### src/rtl/hamming_dec_stream_pkg.sv
// hamming_dec_stream_pkg
//   Shared Hamming(12,8) definitions: code/data/parity widths, the
//   data-bit -> Hamming-position map and the syndrome function.
//   Optional macro HAMMING_SECDED_EN widens the codeword by one overall
//   even-parity bit (bit 12).
package hamming_dec_stream_pkg;

    localparam int HAMMING_OUT_8 = 8;
    localparam int HAMMING_PAR_8 = 4;
`ifdef HAMMING_SECDED_EN
    localparam int HAMMING_IN_8  = 13;
`else
    localparam int HAMMING_IN_8  = 12;
`endif

    // Hamming position of data bit i (d0..d7 -> 3,5,6,7,9,10,11,12).
    function automatic logic [3:0] data_pos(input int i);
        logic [3:0] p;
        case (i)
            0:       p = 4'd3;
            1:       p = 4'd5;
            2:       p = 4'd6;
            3:       p = 4'd7;
            4:       p = 4'd9;
            5:       p = 4'd10;
            6:       p = 4'd11;
            7:       p = 4'd12;
            default: p = 4'd0;
        endcase
        return p;
    endfunction

    // Syndrome = XOR of the positions of all set bits. Parity bit p(2^k)
    // sits at position 2^k, so the received parity nibble folds in as-is.
    function automatic logic [3:0] hamming_syn8(input logic [11:0] code);
        logic [3:0] s;
        s = code[3:0];
        for (int i = 0; i < 8; i++)
            if (code[4+i]) s ^= data_pos(i);
        return s;
    endfunction

endpackage

### src/rtl/hamming_dec_stream_syndrome.sv
// hamming_syndrome_8
//   Combinational syndrome and correction decode for one codeword.
//   Ports:
//     code      - received codeword (12 bits, 13 with HAMMING_SECDED_EN)
//     syn       - 4-bit syndrome
//     corr_mask - data bits to flip
//     corr      - a single error was corrected (data or parity bit)
//     uncorr    - uncorrectable error detected
module hamming_syndrome_8
    import hamming_dec_stream_pkg::*;
(
    input  logic [HAMMING_IN_8-1:0]  code,
    output logic [HAMMING_PAR_8-1:0] syn,
    output logic [HAMMING_OUT_8-1:0] corr_mask,
    output logic                     corr,
    output logic                     uncorr
);

    always_comb begin
        syn       = hamming_syn8(code[11:0]);
        corr_mask = '0;
        corr      = 1'b0;
        uncorr    = 1'b0;
        // Syndromes 1..12 all name a real position (parity or data);
        // 13..15 point past the codeword.
        if (syn > 4'd12) begin
            uncorr = 1'b1;
        end else if (syn != 4'd0) begin
            corr = 1'b1;
            for (int i = 0; i < HAMMING_OUT_8; i++)
                corr_mask[i] = (syn == data_pos(i));
        end
`ifdef HAMMING_SECDED_EN
        // Overall parity intact but syndrome non-zero: two bits flipped.
        if (!(^code) && syn != 4'd0) begin
            corr      = 1'b0;
            uncorr    = 1'b1;
            corr_mask = '0;
        end else if ((^code) && syn == 4'd0) begin
            // Only the overall parity bit itself is wrong.
            corr = 1'b1;
        end
`endif
    end

endmodule

### src/rtl/hamming_dec_stream.sv
// hamming_dec_stream
//   Two-stage streaming Hamming(12,8) SEC decoder with valid/ready on both
//   sides and saturating corrected/uncorrectable word counters.
//   S1 holds the received code; S2 holds corrected data and flags, which
//   drive the outputs directly.
//   Optional macro HAMMING_SECDED_EN: 13-bit code with overall parity for
//   double-error detection.
//   Ports:
//     sys_clk, rst        - clock, synchronous active-high reset
//     in_valid/in_ready   - input handshake, in_code codeword
//     out_valid/out_ready - output handshake
//     out_data/out_corr/out_uncorr/out_syn - decoded result
//     stat_clr            - clears both counters (wins over increment)
//     corr_cnt/uncorr_cnt - saturating statistics
module hamming_dec_stream
    import hamming_dec_stream_pkg::*;
#(
    parameter int DATA_W = 8,
    parameter int PAR_W  = 4,
    parameter int CNT_W  = 16
) (
    input  logic                    sys_clk,
    input  logic                    rst,
    input  logic                    in_valid,
    output logic                    in_ready,
    input  logic [HAMMING_IN_8-1:0] in_code,
    output logic                    out_valid,
    input  logic                    out_ready,
    output logic [DATA_W-1:0]       out_data,
    output logic                    out_corr,
    output logic                    out_uncorr,
    output logic [PAR_W-1:0]        out_syn,
    input  logic                    stat_clr,
    output logic [CNT_W-1:0]        corr_cnt,
    output logic [CNT_W-1:0]        uncorr_cnt
);

    localparam int STAGES = 2;

    logic [STAGES:1]         vld_pipe;
    logic [HAMMING_IN_8-1:0] s1_code;
    logic [PAR_W-1:0]        dec_syn;
    logic [DATA_W-1:0]       dec_mask;
    logic                    dec_corr;
    logic                    dec_uncorr;
    logic                    s1_adv;
    logic                    s2_adv;
    logic                    out_hs;

    hamming_syndrome_8 u_syn (
        .code      (s1_code),
        .syn       (dec_syn),
        .corr_mask (dec_mask),
        .corr      (dec_corr),
        .uncorr    (dec_uncorr)
    );

    // A stage may load when it is empty or its contents leave this cycle.
    assign s2_adv    = !vld_pipe[2] || out_ready;
    assign s1_adv    = !vld_pipe[1] || s2_adv;
    assign in_ready  = s1_adv;
    assign out_valid = vld_pipe[2];
    assign out_hs    = vld_pipe[2] && out_ready;

    always_ff @(posedge sys_clk) begin
        if (rst) begin
            vld_pipe   <= '0;
            s1_code    <= '0;
            out_data   <= '0;
            out_corr   <= 1'b0;
            out_uncorr <= 1'b0;
            out_syn    <= '0;
        end else begin
            if (s1_adv) begin
                vld_pipe[1] <= in_valid;
                if (in_valid) s1_code <= in_code;
            end
            if (s2_adv) begin
                vld_pipe[2] <= vld_pipe[1];
                if (vld_pipe[1]) begin
                    out_data   <= s1_code[11:4] ^ dec_mask;
                    out_corr   <= dec_corr;
                    out_uncorr <= dec_uncorr;
                    out_syn    <= dec_syn;
                end
            end
        end
    end

    always_ff @(posedge sys_clk) begin
        if (rst || stat_clr) begin
            corr_cnt   <= '0;
            uncorr_cnt <= '0;
        end else if (out_hs) begin
            if (out_corr && corr_cnt != '1)
                corr_cnt <= corr_cnt + CNT_W'(1);
            if (out_uncorr && uncorr_cnt != '1)
                uncorr_cnt <= uncorr_cnt + CNT_W'(1);
        end
    end

endmodule

### config.mk
export PLATFORM = sky130hd
export DESIGN_NAME = hamming_dec_stream
export DESIGN_NICKNAME = d
export VERILOG_FILES = /design/src/rtl/hamming_dec_stream_pkg.sv /design/src/rtl/hamming_dec_stream_syndrome.sv /design/src/rtl/hamming_dec_stream.sv
export SDC_FILE = /design/constraint.sdc
export NUM_CORES = 1
export LEC_CHECK = 0
export ABC_AREA = 1
export CAP_MARGIN = 20
export CORE_MARGIN = 1.5
export CORE_UTILIZATION = 40
export CTS_BUF_LIST = sky130_fd_sc_hd__clkbuf_4 sky130_fd_sc_hd__clkbuf_8
export CTS_CLUSTER_DIAMETER = 150
export DETAILED_ROUTE_END_ITERATION = 16
export PLACE_DENSITY = 0.71
export SETUP_SLACK_MARGIN = 0.02
export SLEW_MARGIN = 10
export SYNTH_ARGS = -nofsm -noshare
export SYNTH_HDL_FRONTEND = slang
export SYNTH_SLANG_ARGS = --single-unit
### constraint.sdc
create_clock -name sys_clk -period 2.4 [get_ports sys_clk]
set_input_delay 0.36 -clock sys_clk [delete_from_list [all_inputs] [get_ports sys_clk]]
set_output_delay 0.36 -clock sys_clk [all_outputs]
set_load 0.02 [all_outputs]
==> flow_summary.json <==
{
  "syn_avg_cell_area_um2": 6.69,
  "yosys_warnings": 0,
  "clk_pin_slew_ns": 0.06,
  "track_usage_pct": 20.0,
  "synth_area_mm2": 0.00338,
  "cts_max_level": 3,
  "p_total_w": 0.00264,
  "cp_cell_sequence": "clkdlybuf4s50_1, inv_1, nand3_1, clkdlybuf4s50_1",
  "synthCells": 505,
  "core_mm2": 0.00822,
  "firstDrtPassIters": 4,
  "r2r_setup_slack_ns": 0.55,
  "startpoint_type": "input pin",
  "status": "complete, no violations",
  "crit_buf_inv": 3,
  "cp.required_ns": 2.04,
  "cts_buffers": 9,
  "vias": 3389,
  "ys_types": 32,
  "max_freq_mhz": 473,
  "cts_tree": "done",
  "gr-usage-met3_pct": 5.31,
  "postRouteWirelength_um": 8320,
  "area_delta_synth_final_pct": 28.9,
  "io_buffers": 64,
  "worstPathArrival_ns": 1.75,
  "start_util_pct": 41.1,
  "nNetsFinal": 591,
  "ys_seq_elements": 60,
  "critPathMaxStageDelay_ns": 0.65,
  "boundaryPins": 65,
  "slowest_stage": "clkdlybuf4s50_1",
  "tightest_slew_ns": 0.545,
  "clk_latency_ns": 0.35,
  "finalClockSkew_ns": 0.0171,
  "syn_nets": 524,
  "dieArea_mm2": 0.00901,
  "use_met2_pct": 34.9,
  "layout_commonest_cell": "nand2_1",
  "num_rows": 33,
  "seq_area_mm2": 0.00120,
  "antenna_found_initial": 0,
  "final.setup.tns_ns": 0,
  "drive_gt1_share_pct": 9.01,
  "wl_per_cell_um": 12.2,
  "end_kind": "output port",
  "hold_viol": 0,
  "path_delay_family": "buffers and inverters",
  "crit_fanout": 5,
  "slew_violations": 0,
  "ys_seq_area_share_pct": 35.5,
  "multi_input_area_mm2": 0.00188,
  "clk_path_buf_depth": 2,
  "drt_iter0_drc": 80,
  "grt_overflow": 0,
  "fillers": 823,
  "powerDensity_mw_per_mm2": 607,
  "via_per_inst": 4.97,
  "finalCriticalPeriod_ns": 2.11,
  "gp_congestion": 0.895,
  "rsz0062_at_grt": "no",
  "grt_pass1_wl_um": 14100,
  "relSlewSlack_pct": 63.6,
  "cts_hold_buf": 0,
  "hpwl_um": 6000,
  "cts_setup_buffers": 0,
  "p_leak_nw": 1.75,
  "cts.sinks": 60,
  "grt_max_degree": 28,
  "cts.repair.resized": 0,
  "die_width_um": 94.9,
  "async_flop_share_pct": 0,
  "drc": 0,
  "busiest_layer": "met2",
  "critPathKind": "input pin to output port",
  "synth_edf_count": 0,
  "first_global_vias": 3199,
  "num_antenna_cells": 0,
  "setup_viol": 0,
  "dieHeight_um": 94.9,
  "final_cell_mix": "nand2_1 (150), clkdlybuf4s50_1 (64), dfxtp_1 (60)",
  "final.period_utilization_pct": 88.1,
  "grtUsageMet1_pct": 23.4,
  "peakVddDrop_v": 0.000253,
  "max_cap_violations": 0,
  "cp_common_cell": "clkdlybuf4s50_1",
  "ys.flop_type": "dfxtp_1",
  "cts_root_buf": "clkbuf_8",
  "ant_nets": 0,
  "hold_path.class": "flop to flop"
}
==> state kept, by name (all words and copies together), names as in the netlist <==
register,flops
out_uncorr,1
s1_code,12
corr_cnt,16
vld_pipe,2
uncorr_cnt,16
out_syn,4
out_corr,1
out_data,8
==> cell usage after synthesis (6+ instances only) <==
cell type,count,area [µm²]
nand2_1,150,563
dfxtp_1,60,1200
nor2_1,49,184
inv_1,48,180
a21oi_1,42,210
nand3_1,41,205
o21ai_0,22,110
xor2_1,17,149
xnor2_1,9,78.8
clkbuf_1,8,30.0
nand2_2,7,43.8
nor3_1,7,35.0
inv_2,6,22.5
nand4_1,6,37.5
==> routing by layer <==
metal	vias to the layer above	wire length [µm]
met2	100	4130
met5	-	0
met1	1532	3690
met3	10	425
met4	0	85
li1	1747	-
==> cells by family (layout without fill, tap and decap cells) <==
group / count (synthesis) / count (layout) / share of synthesized area, %
compound gates: 72 / 72 / 11.7
fa+ha+maj: 2 / 2 / 0.740
xor+xnor: 26 / 26 / 6.74
flops: 60 / 60 / 35.5
buf+inv: 69 / 141 / 8.92
simple gates: 276 / 276 / 36.4
==> stage by stage <==
step | util (%) | instances | setup WS [ns] | hold slack, ns | cell area, µm²
2_1_floorplan | - | 505 | 0.607 | 0.457 | 3380
3_3_place_gp | 49.9 | 666 | 0.279 | 0.474 | 4100
3_5_place_dp | 49.9 | 666 | 0.278 | 0.478 | 4100
4_1_cts | 53.0 | 682 | 0.272 | 0.488 | 4360
5_1_grt | 53.0 | 682 | 0.188 | 0.529 | 4360
6_report | 53.0 | 682 | 0.287 | 0.483 | 4360
==> power breakdown <==
part	switching, W	total (W)	internal [W]
logic	0.000251	0.000403	0.000152
registers	0.0000333	0.00106	0.00103
clock network	0.000420	0.00118	0.000757
total	0.000704	0.00264	0.00194
==> cell type report <==
type | count | share of cell area [%]
Sequential cell | 60 | 27.6
Tap cell | 105 | 3.02
Clock inverter | 4 | 2.18
Inverter | 55 | 4.74
Multi-Input combinational cell | 376 | 43.1
Timing Repair Buffer | 70 | 15.7
Clock buffer | 12 | 3.65
==> worst register-to-register path: stages (launching register included) <==
cell and delay (ns):
dfxtp_1 0.44, ha_1 0.27, nand3_1 0.14, nor4_4 0.28
nand2_2 0.11, nand2_4 0.17, inv_2 0.15, nand3_1 0.10
nand2_1 0.05, nor2_1 0.08
==> path summary, 6_finish.rpt <==
path / startpoint / endpoint / cells past startpoint
setup / recovery: out_ready / in_ready / 4
hold / removal: out_corr / out_corr / 2
setup reg to reg: corr_cnt[0] / corr_cnt[2] / 9
hold reg to reg: out_corr / out_corr / 2
(Power assumes the default switching activity.)
